`config.mk`:
```
export PLATFORM = sky130hd
export DESIGN_NAME = wash_ctrl
export DESIGN_NICKNAME = d
export VERILOG_FILES = /design/src/rtl/wash_ctrl.sv
export SDC_FILE = /design/constraint.sdc
export NUM_CORES = 1
export LEC_CHECK = 0
export BUFFER_PORTS_ARGS = -buffer_cell sky130_fd_sc_hd__buf_2
export CAP_MARGIN = 20
export CORE_MARGIN = 2
export CORE_UTILIZATION = 60
export DETAILED_ROUTE_END_ITERATION = 16
export PLACE_DENSITY = 0.79
export SYNTH_ARGS = -nofsm -noshare
export SYNTH_HDL_FRONTEND = slang
export SYNTH_SLANG_ARGS = --single-unit
export TNS_END_PERCENT = 50
```
`constraint.sdc`:
```
create_clock -name clk -period 7.4 [get_ports clk]
set_input_delay 1.48 -clock clk [delete_from_list [all_inputs] [get_ports clk]]
set_output_delay 1.48 -clock clk [all_outputs]
set_load 0.02 [all_outputs]
```
`src/rtl/wash_ctrl.sv`:
```
// wash_ctrl: washing-machine program controller.
//
// Runs the selected program through WASH, RINSES rinse passes and SPIN,
// then waits in DONE until the next start. All outputs are registered.
//
// Parameters
//   TICK_DIV : clk cycles per second (divisible by LEVEL_W, >= 2*LEVEL_W)
//   RINSES   : rinse passes per program, 1..2
//   LEVEL_W  : width of the water-level thermometer bar
//
// Ports
//   clk      in   system clock
//   rst      in   asynchronous active-low reset
//   on       in   machine enable; low freezes everything and ignores buttons
//   start    in   one-cycle pulse: begin a run from IDLE, or leave DONE
//   pause    in   one-cycle pulse: toggle pause while WASH/RINSE/SPIN
//   mode     in   program select, latched on an accepted start
//   phase    out  0 IDLE, 1 WASH, 2 RINSE, 3 SPIN, 4 DONE (the FSM state)
//   action   out  per-second action code for the display
//   rem_tens out  BCD tens digit of remaining seconds
//   rem_ones out  BCD ones digit of remaining seconds
//   level    out  water-level thermometer code, LSB-first fill
//   paused   out  high while paused
//   done     out  high in DONE
//
// start and pause are single-cycle pulses from the debouncers; there is no
// handshake back, and a pulse arriving while it cannot act is simply dropped.
module wash_ctrl #(
    parameter int TICK_DIV = 100_000_000,
    parameter int RINSES   = 1,
    parameter int LEVEL_W  = 8
) (
    input  logic               clk,
    input  logic               rst,
    input  logic               on,
    input  logic               start,
    input  logic               pause,
    input  logic [1:0]         mode,
    output logic [2:0]         phase,
    output logic [3:0]         action,
    output logic [3:0]         rem_tens,
    output logic [3:0]         rem_ones,
    output logic [LEVEL_W-1:0] level,
    output logic               paused,
    output logic               done
);

    localparam logic [2:0] P_IDLE  = 3'd0;
    localparam logic [2:0] P_WASH  = 3'd1;
    localparam logic [2:0] P_RINSE = 3'd2;
    localparam logic [2:0] P_SPIN  = 3'd3;
    localparam logic [2:0] P_DONE  = 3'd4;

    localparam logic [3:0] A_IDLE  = 4'd0;
    localparam logic [3:0] A_ROT   = 4'd1;
    localparam logic [3:0] A_STEW  = 4'd2;
    localparam logic [3:0] A_FILL  = 4'd3;
    localparam logic [3:0] A_DRAIN = 4'd4;
    localparam logic [3:0] A_FWD   = 4'd5;
    localparam logic [3:0] A_REV   = 4'd6;
    localparam logic [3:0] A_DONE  = 4'd10;

    localparam int STEP   = TICK_DIV / LEVEL_W;
    localparam int TICK_W = (TICK_DIV > 1) ? $clog2(TICK_DIV) : 1;
    localparam int STEP_W = (STEP > 1) ? $clog2(STEP) : 1;

    logic [1:0]        mode_q;
    logic [TICK_W-1:0] tick_cnt;
    logic [STEP_W-1:0] step_cnt;
    logic [4:0]        ps;
    logic [1:0]        pass_cnt;

    logic [2:0]        phase_n;
    logic [4:0]        ps_n;
    logic [1:0]        pass_n;
    logic [TICK_W-1:0] tick_n;
    logic [3:0]        tens_n;
    logic [3:0]        ones_n;
    logic [3:0]        action_n;
    logic              paused_n;
    logic              done_n;
    logic [1:0]        mode_n;
    logic              clr_level;
    logic              running;
    logic [7:0]        total_bcd;

    // Every phase of a program lasts the same number of seconds, except
    // mode 0 which only spins.
    function automatic logic [4:0] phase_secs(input logic [1:0] m);
        case (m)
            2'd0:    return 5'd15;
            2'd1:    return 5'd10;
            2'd2:    return 5'd15;
            default: return 5'd20;
        endcase
    endfunction

    // Total run time of a program, returned as two BCD digits {tens, ones}.
    function automatic logic [7:0] total_of(input logic [1:0] m);
        logic [6:0] t;
        logic [3:0] tens;
        if (m == 2'd0) t = 7'd15;
        else           t = 7'(int'(phase_secs(m)) * (RINSES + 2));
        tens = 4'd0;
        for (int i = 0; i < 9; i++) begin
            if (t >= 7'd10) begin
                t    = t - 7'd10;
                tens = tens + 4'd1;
            end
        end
        return {tens, t[3:0]};
    endfunction

    function automatic logic [3:0] action_of(input logic [2:0] ph,
                                             input logic [4:0] s);
        case (ph)
            P_WASH:  return s[0] ? A_STEW : A_ROT;
            P_RINSE: begin
                case (s % 5'd3)
                    5'd0:    return A_FILL;
                    5'd1:    return A_ROT;
                    default: return A_DRAIN;
                endcase
            end
            P_SPIN: begin
                case (s[1:0])
                    2'd0:    return A_FWD;
                    2'd2:    return A_REV;
                    default: return A_DRAIN;
                endcase
            end
            P_DONE:  return A_DONE;
            default: return A_IDLE;
        endcase
    endfunction

    always_comb begin
        phase_n   = phase;
        ps_n      = ps;
        pass_n    = pass_cnt;
        tick_n    = tick_cnt;
        tens_n    = rem_tens;
        ones_n    = rem_ones;
        paused_n  = paused;
        done_n    = done;
        mode_n    = mode_q;
        clr_level = 1'b0;
        total_bcd = total_of(mode);
        running   = on && !paused &&
                    (phase == P_WASH || phase == P_RINSE || phase == P_SPIN);

        if (on) begin
            case (phase)
                P_IDLE: begin
                    if (start) begin
                        mode_n  = mode;
                        tens_n  = total_bcd[7:4];
                        ones_n  = total_bcd[3:0];
                        tick_n  = '0;
                        ps_n    = 5'd0;
                        pass_n  = 2'd1;
                        phase_n = (mode == 2'd0) ? P_SPIN : P_WASH;
                    end
                end
                P_DONE: begin
                    if (start) begin
                        phase_n   = P_IDLE;
                        tens_n    = 4'd0;
                        ones_n    = 4'd0;
                        done_n    = 1'b0;
                        clr_level = 1'b1;
                    end
                end
                P_WASH, P_RINSE, P_SPIN: begin
                    if (!paused) begin
                        if (tick_cnt == TICK_W'(TICK_DIV - 1)) begin
                            tick_n = '0;
                            // BCD countdown with borrow, saturating at 00.
                            if (rem_ones != 4'd0) begin
                                ones_n = rem_ones - 4'd1;
                            end else if (rem_tens != 4'd0) begin
                                tens_n = rem_tens - 4'd1;
                                ones_n = 4'd9;
                            end
                            if (ps + 5'd1 == phase_secs(mode_q)) begin
                                ps_n = 5'd0;
                                case (phase)
                                    P_WASH: begin
                                        phase_n = P_RINSE;
                                        pass_n  = 2'd1;
                                    end
                                    P_RINSE: begin
                                        if (pass_cnt == 2'(RINSES)) phase_n = P_SPIN;
                                        else                        pass_n  = pass_cnt + 2'd1;
                                    end
                                    default: begin
                                        phase_n = P_DONE;
                                        tens_n  = 4'd0;
                                        ones_n  = 4'd0;
                                        done_n  = 1'b1;
                                    end
                                endcase
                            end else begin
                                ps_n = ps + 5'd1;
                            end
                        end else begin
                            tick_n = tick_cnt + TICK_W'(1);
                        end
                    end
                    if (pause) paused_n = !paused;
                    // A pause landing on the final tick is dropped: DONE is never paused.
                    if (phase_n == P_DONE) paused_n = 1'b0;
                end
                default: phase_n = P_IDLE;
            endcase
        end

        action_n = action_of(phase_n, ps_n);
    end

    always_ff @(posedge clk or negedge rst) begin
        if (!rst) begin
            phase    <= P_IDLE;
            action   <= A_IDLE;
            rem_tens <= 4'd0;
            rem_ones <= 4'd0;
            level    <= '0;
            paused   <= 1'b0;
            done     <= 1'b0;
            mode_q   <= 2'd3;
            tick_cnt <= '0;
            step_cnt <= '0;
            ps       <= 5'd0;
            pass_cnt <= 2'd1;
        end else begin
            phase    <= phase_n;
            action   <= action_n;
            rem_tens <= tens_n;
            rem_ones <= ones_n;
            paused   <= paused_n;
            done     <= done_n;
            mode_q   <= mode_n;
            tick_cnt <= tick_n;
            ps       <= ps_n;
            pass_cnt <= pass_n;

            // Level steps on the last cycle of each STEP-long slot of the
            // current action, so a full fill/drain completes within one
            // second, including the step on the edge where the action ends.
            if (running) begin
                if (step_cnt == STEP_W'(STEP - 1)) begin
                    step_cnt <= '0;
                    if (action == A_FILL)  level <= {level[LEVEL_W-2:0], 1'b1};
                    if (action == A_DRAIN) level <= {1'b0, level[LEVEL_W-1:1]};
                end else begin
                    step_cnt <= step_cnt + STEP_W'(1);
                end
            end
            if (action_n != action) step_cnt <= '0;
            if (phase_n == P_WASH)  level    <= '1;
            if (clr_level)          level    <= '0;
        end
    end

endmodule
```
Yosys cells after proc, flatten, opt, wreduce, memory -nomap -nowiden
Index checks and enable logic that the tools add are counted.
{"block": "word_totals", "word_cells": 202, "out_inout_bits": 25, "register_bits": 85}
{"block": "classes", "mux": 96, "n_lt_le_gt_ge": 9, "n_mul": 1, "div": 1, "n_reduce_logical": 30, "addsub": 23, "eq_ne": 30}
{"operator": "$mux W4", "count": 24}
{"operator": "$mux W27", "count": 3}
{"operator": "$mux W24", "count": 3}
{"operator": "$ge A7 B4 Y1 const B", "count": 9}
{"operator": "$mux W7", "count": 9}
{"operator": "$sub A7 B4 Y7 const B", "count": 8}
{"operator": "$pmux W27 S2", "count": 1}
{"operator": "$mux W5", "count": 10}
{"operator": "$mux W8", "count": 6}
{"operator": "$add A4 B1 Y4 const B", "count": 8}
{"operator": "$pmux W5 S2", "count": 3}
{"operator": "$add A27 B1 Y27 const B", "count": 1}
{"operator": "$eq A27 B27 Y1 const B", "count": 1}
{"operator": "$mux W3", "count": 9}
{"operator": "$add A24 B1 Y24 const B", "count": 1}
{"operator": "$eq A24 B24 Y1 const B", "count": 1}
{"operator": "$pmux W4 S3", "count": 2}
{"operator": "$pmux W4 S4", "count": 1}
{"operator": "$mux W2", "count": 7}
{"operator": "$eq A3 B2 Y1 const B", "count": 4}
{"operator": "$ne A2 B2 Y1 const B", "count": 6}
{"operator": "$pmux W2 S2", "count": 3}
{"operator": "$pmux W3 S2", "count": 2}
{"operator": "$reduce_bool A4 Y1", "count": 3}
{"operator": "other kinds (34)", "count": 65}

Logic depth before layout (Yosys ltp)
Gate-level depths: netlist of the first run.
{"block": "depth", "depth_word": 25, "mapped_depth": 22, "ltp_nobuf": 18}

Worst setup path before layout of the first run
OpenSTA, ideal clock, no wires.
{"block": "synth_timing", "path_type": "input to register", "from": "input port on", "to": "register step_cnt[17]", "path_buffers": 4, "path_stages": 18, "slack_ns": 2.010, "arrival_time_ns": 5.309, "t_required_ns": 7.319, "path_cell_list": "clkbuf_1 nor2b_1 o21ai_1 a21o_4 a21oi_2 a211oi_1 or3b_1 buf_2 ha_1 nor4b_1 nand3_1 o311a_1 mux2_2 o21a_1 or4_1 buf_2 buf_6 nor3_2"}
{"block": "synth_via", "elab_chain_cells": 7}
{"item": "start, declared", "line_no": "35", "text": "input logic on,"}
{"item": "$mux W5", "line_no": "152", "text": "if (on) begin"}
{"item": "$mod A5 B2 Y5", "line_no": "119", "text": "case (s % 5'd3)"}
{"item": "$eq A5 B1 Y1 or $logic_not A5 Y1 (tied branches)", "line_no": "119"}
{"item": "$pmux W3 S2", "line_no": "119"}
{"item": "$pmux W4 S4", "line_no": "116", "text": "case (ph)"}
{"item": "$ne A4 B4 Y1", "line_no": "259", "text": "if (action_n != action) step_cnt <= '0;"}
{"item": "$mux W24 or $reduce_bool A2 Y1 (tied branches)"}
{"item": "end signal, assigned", "line_no": "256", "text": "step_cnt <= step_cnt + STEP_W'(1);"}
{"item": "end, declared", "line_no": "69", "text": "logic [STEP_W-1:0] step_cnt;"}
Several ways; a longest one is shown, not always the timed one.
A chain may end at the register's enable or synchronous reset.

Worst setup path after layout of the first run
{"block": "layout_timing", "from": "input port on", "to": "register step_cnt[3]"}
{"block": "layout_via", "elab_chain_cells": 7}
{"item": "$mux W5 *", "line_no": "152"}
{"item": "named net ps_n[1]", "line_no": "74", "text": "logic [4:0] ps_n;"}
{"item": "$mod A5 B2 Y5", "line_no": "119"}
{"item": "$eq A5 B1 Y1 or $logic_not A5 Y1 (tied branches)", "line_no": "119"}
{"item": "$pmux W3 S2", "line_no": "119"}
{"item": "$pmux W4 S4 *", "line_no": "116"}
{"item": "$ne A4 B4 Y1 *", "line_no": "259"}
{"item": "$mux W24 or $reduce_bool A2 Y1 (tied branches)"}
Mark *: on every way through the listed nets, which the timed path passes. The rest lies on a longest branch.

==> results of run 1 <==
==> metrics by stage <==
step	area, sq um	cells	hold WS, ps	worst slack, ps	power [mW]
after floorplan	5650	659	448	2010	0.624
after global placement	5880	783	465	1520	0.665
after detailed placement	5880	783	482	1250	0.672
after CTS	6110	799	502	1630	1.04
after global routing	6110	799	538	1200	1.09
final	6110	799	500	1560	1.04
==> worst paths after layout <==
| kind | startpoint | end | slack, ps | cells past startpoint |
|---|---|---|---|---|
| hold reg to reg | mode_q[1]$_DFFE_PN1P_ | mode_q[1]$_DFFE_PN1P_ | 500 | 2 |
| max in group asynchronous | rst | step_cnt[18]$_DFFE_PN0P_ | 5340 | 2 |
| setup / recovery | on | step_cnt[3]$_DFFE_PN0P_ | 1560 | 17 |
| min in group asynchronous | rst | tick_cnt[9]$_DFFE_PN0P_ | 1020 | 1 |
| hold / removal | mode_q[1]$_DFFE_PN1P_ | mode_q[1]$_DFFE_PN1P_ | 500 | 2 |
| setup reg to reg | ps[0]$_DFF_PN0_ | step_cnt[3]$_DFFE_PN0P_ | 1790 | 18 |
==> cell type report <==
cell class | count | area [sq um] | area share, %
clock inverters | 5 | 83.8 | 1.37
flip-flops and latches | 85 | 2130 | 34.9
repair buffers | 35 | 188 | 3.07
clock buffers | 11 | 141 | 2.31
inverters | 24 | 90.1 | 1.47
well taps | 111 | 139 | 2.27
multi-input cells | 528 | 3340 | 54.6
==> Yosys cell counts (all sizes together) (5+ instances only) <==
| cell type | instances | area (sq um) |
|---|---|---|
| clkbuf | 14 | 52.6 |
| or3 | 8 | 50.1 |
| nand3 | 29 | 145 |
| nor2b | 9 | 56.3 |
| nand4 | 18 | 113 |
| nor4 | 11 | 83.8 |
| and2 | 8 | 50.1 |
| mux2i | 11 | 110 |
| nand2 | 57 | 214 |
| nor3 | 28 | 165 |
| a211oi | 6 | 45.0 |
| ha | 19 | 238 |
| dfrtp | 82 | 2050 |
| o21a | 6 | 45.0 |
| nand2b | 5 | 31.3 |
| inv | 23 | 86.3 |
| nor2 | 89 | 342 |
| a21oi | 44 | 224 |
| nor4b | 5 | 43.8 |
| xor2 | 32 | 280 |
| nand4b | 5 | 50.0 |
| a31oi | 13 | 81.3 |
| o21ai | 35 | 186 |
| xnor2 | 19 | 166 |
| buf | 8 | 47.5 |
| and3 | 12 | 75.1 |
==> worst max-delay path, cell delays in order <==
cell	delay, ps
buf_2	160
nor2b_1	310
o21ai_1	250
a21o_4	270
a32oi_2	420
inv_1	170
a211oi_1	200
a311oi_1	80
a21oi_1	240
ha_1	320
nor4b_1	80
nand3_1	110
o311a_1	220
mux2_2	370
o21a_1	170
or4_1	900
nor3_1	330
==> kinds of logic (layout without fill, tap and decap cells) <==
kind of cell / after synthesis / in the layout
and+or+nand+nor: 307 / 307
muxes: 14 / 14
buffers and inverters: 46 / 75
adders and majority gates: 19 / 19
xor gates and xnor gates: 51 / 51
DFF: 85 / 85
AOI/OAI and AO/OA: 137 / 137
==> state kept, by name, indices dropped and copies added (netlist names) <==
register / flops
tick_cnt: 27
step_cnt: 24
level: 8
ps: 5
action: 4
rem_ones: 4
rem_tens: 4
phase: 3
mode_q: 2
pass_cnt: 2
done: 1
paused: 1
==> metal layers <==
layer / share of wire (%) / vias up / track usage (%) / wire length (um)
li1: - / 2418 / - / -
met1: 44 / 2378 / 35.2 / 5600
met2: 49 / 157 / 43.0 / 6300
met3: 5.1 / 22 / 4.92 / 653
met4: 2.1 / 0 / 9.46 / 268
met5: 0 / - / 0 / 0
==> power breakdown <==
part	internal (mW)	switching (mW)
combinational	0.0560	0.0957
clock	0.200	0.171
sequential	0.487	0.0264
total	0.743	0.293
==> results.toml, run 1 <==
[run_status]
status = "finished, final reports clean"

[synth]
synth_xor_area_share_pct = 7.90
synth_nets = 685
ys_warn_count = 0
ys_types = 75
synth.cell_area_sq_um = 5650
synth_edf_count = 0
synth-compound-area-share_pct = 15.7
ys.flop_type = "dfrtp_1"
synthArstFlopShare_pct = 100
syn_area_per_cell_sq_um = 8.58
yosys.area_share.simple_pct = 28.4
synth_top_family_by_area = "simple AND/OR/NAND/NOR gates"
seq_area_frac_synth_pct = 37.7
synthCells = 659
muxShareOfSynthArea_pct = 2.68
ys_ff_latch = 85
synthAdderAreaFrac_pct = 4.21

[power_and_ir_drop]
power_leakage_nw = 2.63
powerDensity_nw_per_um2 = 170
ir_drop_mv = 0.146

[worst_setup_path]
worst_ep_arrival_time_ps = 6110
worstSetupPathType = "in -> reg"
required_ps = 7670
cp_max_fo = 24
cp-end-kind = "flip-flop"
cp-start-kind = "input port"

[detailed_routing]
viasPerCell = 6.23
first_pass_iters = 6
drc = 0
wire_per_inst_um = 16.1
vias = 4975
drt_iter0_drc = 344
postRouteAntennaNets = 0
wirelength_mm = 12.8

[cts]
cts_setup_buffers = 0
cts_buffers = 9
clk_pin_slew_ps = 90
cts_hold_buf = 0
post_cts_resized = 0
root_buffer = "clkbuf_8"
htreeDepth = 3
clkSinkCount = 85
cts_tree = "yes"
insertion_delay_ps = 360
cts.path.max_buffers = 2

[floorplan]
placementRows = 35
die-area_sq_um = 10200
initial_core_util_pct = 61.5
dieWidth_um = 101
fp.dieH_um = 101
ios = 32
core_region_area_sq_um = 9200

[place]
post-dp-hpwl_mm = 9.05
routabilityCongestion = 1.01
port_buffers = 31

[sta]
worst_pin_slew_ps = 936
fin_crit_ps = 5840
setup_viol = 0
max_freq_mhz = 171
post-route-period-util_pct = 78.9
slew_headroom_pct = 37.6
fin_skew_ps = 10.1
hold_violations = 0
rsz0062_at_grt = "no"
finalSetupTns_ps = 0
report.final.slew_viol_count = 0

[global_routing]
grt_usage_pct = 26.4
grt_overflow_total = 0
grt_first_pass_wirelength_mm = 21.9
grt_max_degree = 57
antenna_found_initial = 0
grt_pass1_vias = 4704

[finish]
num_antenna_cells = 0
n_fill_cell = 768
nets = 709
final_cell_mix = "88 x nor2_1, 82 x dfrtp_1, 57 x nand2_1"
syn2layout_area_growth_pct = 8.06
drive_gt1_share_pct = 11.9
final_common_cell = "nor2_1"
final_core_util_pct = 66.4

[hold_path]
min_path_type = "reg -> reg"

[run]
cap_violations = 0
Note: power is estimated with default switching activity, not from simulation.
==> run 2: changes to the inputs <==
==> constraint.sdc (replaced) <==
create_clock -name clk -period 5.5 [get_ports clk]
set_input_delay 1.1 -clock clk [delete_from_list [all_inputs] [get_ports clk]]
set_output_delay 1.1 -clock clk [all_outputs]
set_load 0.02 [all_outputs]
==> results.toml, run 2 (synthesis results as in run 1) <==
[worst_setup_path]
cp-end-kind = "flip-flop"
r2r_end = "step_cnt[3]$_DFFE_PN0P_"
worst_ep_arrival_time_ps = 5460
reg2regPathDepth = 17
slowest_stage = "or4_1"
cp-start-kind = "flip-flop"
crit_family = "simple AND/OR/NAND/NOR gates"
worstSetupPathType = "reg -> reg"
path_buf_inv = 1
required_ps = 5790
crit_chain = "ha_1 -> and3_1 -> and3_1 -> o311a_4 -> nor2_4 -> nand4b_2 -> nand4_1 -> or3b_1 -> ha_1 -> nor4b_1 -> nand3_1 -> o311a_1 -> mux2_2 -> o21a_1 -> or4_1 -> buf_4 -> nor3_1"
max_stage_delay_ps = 500
rr_startpoint = "ps[0]$_DFF_PN0_"
r2r_slack_ps = 330
cp_max_fo = 24

[finish]
nets = 711
syn2layout_area_growth_pct = 8.50
reg_top3 = "tick_cnt: 27 flops, step_cnt: 24 flops, level: 8 flops"
drive_gt1_share_pct = 12.5
final_cell_mix = "88 x nor2_1, 82 x dfrtp_1, 57 x nand2_1"
n_fill_cell = 725
largest_reg_flops = 27
num_antenna_cells = 0
final_area_sq_um = 6130
top_register = "tick_cnt"
final_common_cell = "nor2_1"

[place]
routabilityCongestion = 0.945
pre_cts_ws_ps = 39.5
post-dp-hpwl_mm = 9.07
port_buffers = 31
place_area_sq_um = 5890

[cts]
cts_setup_buffers = 0
htreeDepth = 3
root_buffer = "clkbuf_8"
insertion_delay_ps = 370
post_cts_resized = 0
cts_hold_buf = 0
cts.path.max_buffers = 2
clk_pin_slew_ps = 90
cts_buffers = 9
cts_tree = "yes"
clkSinkCount = 85

[floorplan]
fp.dieH_um = 101
core_region_area_sq_um = 9200
die-area_sq_um = 10200
ios = 32
initial_core_util_pct = 61.5
placementRows = 35
dieWidth_um = 101

[power_and_ir_drop]
powerDensity_nw_per_um2 = 221
power_leakage_nw = 2.64
total_power_mw = 1.36
ir_drop_mv = 0.135

[detailed_routing]
drc = 0
drt_iter0_drc = 283
first_pass_iters = 5
wirelength_mm = 12.7
vias = 5000
postRouteAntennaNets = 0
wire_per_inst_um = 15.9
viasPerCell = 6.24

[sta]
setup_viol = 0
finalSetupTns_ps = 0
slew_headroom_pct = 41.6
rsz0062_at_grt = "no"
worst_pin_slew_ps = 868
fin_crit_ps = 5170
worst_slack_ps = 327
post-route-period-util_pct = 94.0
fin_skew_ps = 11.3
report.final.slew_viol_count = 0
max_freq_mhz = 193
hold_violations = 0

[global_routing]
grt_max_degree = 86
grt_usage_pct = 25.7
grt_overflow_total = 0
antenna_found_initial = 0
grt_pass1_vias = 4675
grt_first_pass_wirelength_mm = 21.1

[hold_path]
holdCritStartpoint = "pass_cnt[1]$_DFFE_PN0P_"
min_path_type = "reg -> reg"
hold-path-cell-count = 2
holdPathEnd = "pass_cnt[1]$_DFFE_PN0P_"

[run_status]
status = "finished, final reports clean"

[run]
cap_violations = 0
==> run 2: cell type report <==
class                   count  area [sq um]  share of cell area (%)
well taps                 111           139                    2.26
repair buffers             37           223                    3.63
clock buffers               9           124                    2.02
clock inverters             7          78.8                    1.29
flip-flops and latches     85          2130                    34.7
multi-input cells         528          3350                    54.6
inverters                  24          90.1                    1.47
==> run 2: worst max-delay path by stage <==
stage	from	end	slack, ps	depth (start not counted)
finish	ps[0]$_DFF_PN0_	step_cnt[3]$_DFFE_PN0P_	330	17
global route	ps[0]$_DFF_PN0_	step_cnt[11]$_DFFE_PN0P_	1	18
CTS	ps[0]$_DFF_PN0_	step_cnt[5]$_DFFE_PN0P_	350	19
detailed placement	on	step_cnt[5]$_DFFE_PN0P_	40	18
global placement	on	step_cnt[5]$_DFFE_PN0P_	290	18
floorplan	on	step_cnt[17]$_DFFE_PN0P_	490	18
==> run 2: metrics by stage <==
step,hold slack [ps],utilization [%],instances
floorplan,448,-,659
global placement,463,64.1,784
detailed placement,471,64.1,784
CTS,489,66.3,800
global route,522,66.7,801
finish,483,66.7,801
==> run 2: worst min-delay path: stages, from the launching register on <==
cell and delay [ps]:
dfrtp_1 350, nand2_1 40, o21ai_0 60
==> run 2: metal layers <==
metal | GRT usage (%) | wire length, um | share of wire [%]
met5 | 0 | 0 | 0
met4 | 8.84 | 209 | 1.6
met2 | 42.5 | 6140 | 48
met3 | 3.19 | 523 | 4.1
met1 | 34.8 | 5820 | 46
==> run 2: report_power, final <==
part	internal, mW	switching (mW)	leakage [nW]
clock network	0.215	0.245	0.0982
registers	0.655	0.0351	1.11
logic	0.0784	0.130	1.43
total	0.948	0.410	2.64
==> run 3: changes to the inputs <==
--- a/config.mk
+++ b/config.mk
@@ -8,9 +8,11 @@
 export BUFFER_PORTS_ARGS = -buffer_cell sky130_fd_sc_hd__buf_2
 export CAP_MARGIN = 20
 export CORE_MARGIN = 2
-export CORE_UTILIZATION = 60
+export CORE_UTILIZATION = 59
+export CTS_BUF_LIST = sky130_fd_sc_hd__clkbuf_8
 export DETAILED_ROUTE_END_ITERATION = 16
-export PLACE_DENSITY = 0.79
+export PLACE_DENSITY = 0.77
+export SKIP_CTS_REPAIR_TIMING = 1
 export SYNTH_ARGS = -nofsm -noshare
 export SYNTH_HDL_FRONTEND = slang
 export SYNTH_SLANG_ARGS = --single-unit
==> results.toml, run 3 (synthesis results as in run 1) <==
[cts]
cts_tree = "yes"
htreeDepth = 3
root_buffer = "clkbuf_8"
clk_pin_slew_ps = 90
cts_buffers = 9
insertion_delay_ps = 370
clkSinkCount = 85
cts.path.max_buffers = 2

[worst_setup_path]
max_stage_delay_ps = 530
worst_ep_arrival_time_ps = 5350
cp_max_fo = 24
slowest_stage = "or4_1"
worstSetupPathType = "reg -> reg"
cp-start-kind = "flip-flop"
required_ps = 5780
cp_common_cell = "and3_1"
crit_chain = "ha_2 -> and3_1 -> and3_1 -> o311a_4 -> nor2_4 -> nand4b_2 -> nand4_1 -> or3b_1 -> ha_1 -> inv_1 -> a31oi_1 -> a21oi_1 -> a2111oi_2 -> o21bai_2 -> o21a_1 -> or4_1 -> buf_4 -> nor3_1"
cp-end-kind = "flip-flop"

[power_and_ir_drop]
powerDensity_nw_per_um2 = 221
power_leakage_nw = 2.65
switching_power_mw = 0.415
pwr-share-comb_pct = 15.3
ir_drop_mv = 0.172
swShare_pct = 30.4
internal_power_mw = 0.950
clkPwrFrac_pct = 34.2
p_seq_share_pct = 50.6

[finish]
largest_reg_flops = 27
n_fill_cell = 799
top_register = "tick_cnt"
reg_top3 = "tick_cnt: 27 flops, step_cnt: 24 flops, level: 8 flops"
nets = 713
syn2layout_area_growth_pct = 9.25
final_common_cell = "nor2_1"
final_cell_mix = "87 x nor2_1, 82 x dfrtp_1, 57 x nand2_1"
drive_gt1_share_pct = 12.9
num_antenna_cells = 0

[run_status]
status = "finished, final reports clean"

[sta]
post-route-period-util_pct = 92.2
worst_pin_slew_ps = 685
worst_slack_ps = 430
setup_viol = 0
hold_violations = 0
max_freq_mhz = 197
fin_crit_ps = 5070
hold_ws_ps = 491
rsz0062_at_grt = "no"
fin_skew_ps = 12.4
finalSetupTns_ps = 0
slew_headroom_pct = 54.0
report.final.slew_viol_count = 0

[hold_path]
min_path_type = "reg -> reg"

[global_routing]
grt_pass1_vias = 4708
grt_first_pass_wirelength_mm = 21.6
grt_max_degree = 86
grt_overflow_total = 0
antenna_found_initial = 0
grt_usage_pct = 25.7

[place]
routabilityCongestion = 0.899
pre_cts_ws_ps = 75.3
port_buffers = 31
post-dp-hpwl_mm = 8.97

[detailed_routing]
drt_iter0_drc = 292
viasPerCell = 5.98
wirelength_mm = 12.5
first_pass_iters = 6
drc = 0
postRouteAntennaNets = 0
wire_per_inst_um = 15.2
vias = 4911

[run]
cap_violations = 0

[floorplan]
fp.dieH_um = 102
placementRows = 35
dieWidth_um = 102
ios = 32
core_region_area_sq_um = 9280
die-area_sq_um = 10400
initial_core_util_pct = 60.9
-- run 3: routing by layer --
layer	track usage [%]	wire length, um	up-vias
met5	0	0	-
met3	4.72	493	28
met2	42.9	6130	101
met1	33.9	5600	2363
met4	8.82	268	0
li1	-	-	2419
-- run 3: stage by stage --
| step | area (sq um) | power (mW) | cells | util [%] |
|---|---|---|---|---|
| 6_report | 6180 | 1.36 | 821 | 66.5 |
| 5_1_grt | 6180 | 1.44 | 821 | 66.5 |
| 4_1_cts | 6120 | 1.37 | 818 | 65.9 |
| 3_5_place_dp | 5910 | 0.908 | 802 | 63.7 |
| 3_3_place_gp | 5910 | 0.895 | 802 | 63.7 |
| 2_1_floorplan | 5650 | 0.840 | 659 | - |
-- run 3: power groups by stage --
stage,clock network (mW),logic [mW],registers [mW]
after floorplan,0,0.137,0.703
after global placement,0,0.196,0.699
after detailed placement,0,0.206,0.702
after CTS,0.476,0.207,0.690
after global routing,0.507,0.238,0.697
final,0.466,0.208,0.690
-- run 3: path summary, 6_finish.rpt --
| check | from | endpoint | slack [ps] | cells after the start |
|---|---|---|---|---|
| min | mode_q[1]$_DFFE_PN1P_ | mode_q[1]$_DFFE_PN1P_ | 490 | 2 |
| min reg2reg | mode_q[1]$_DFFE_PN1P_ | mode_q[1]$_DFFE_PN1P_ | 490 | 2 |
| max | ps[0]$_DFF_PN0_ | step_cnt[3]$_DFFE_PN0P_ | 430 | 18 |
| max in group asynchronous | rst | mode_q[0]$_DFFE_PN1P_ | 4230 | 2 |
| max reg2reg | ps[0]$_DFF_PN0_ | step_cnt[3]$_DFFE_PN0P_ | 430 | 18 |
| min in group asynchronous | rst | tick_cnt[14]$_DFFE_PN0P_ | 610 | 1 |
-- run 3: worst max-delay path, delay by kind of cell (launching register included) --
family	cells	cell delay, ps
flops	1	460
simple gates	8	2190
compound gates	6	1330
buf+inv	2	310
fa+ha+maj	2	670
-- run 3: final cells by class --
type	count	area, sq um	area share, %
Inverter	24	90.1	1.46
Tap cell	129	161	2.61
Sequential cell	85	2130	34.5
Clock inverter	7	80.1	1.30
Multi-Input combinational cell	528	3350	54.3
Timing Repair Buffer	39	238	3.85
Clock buffer	9	124	2.01
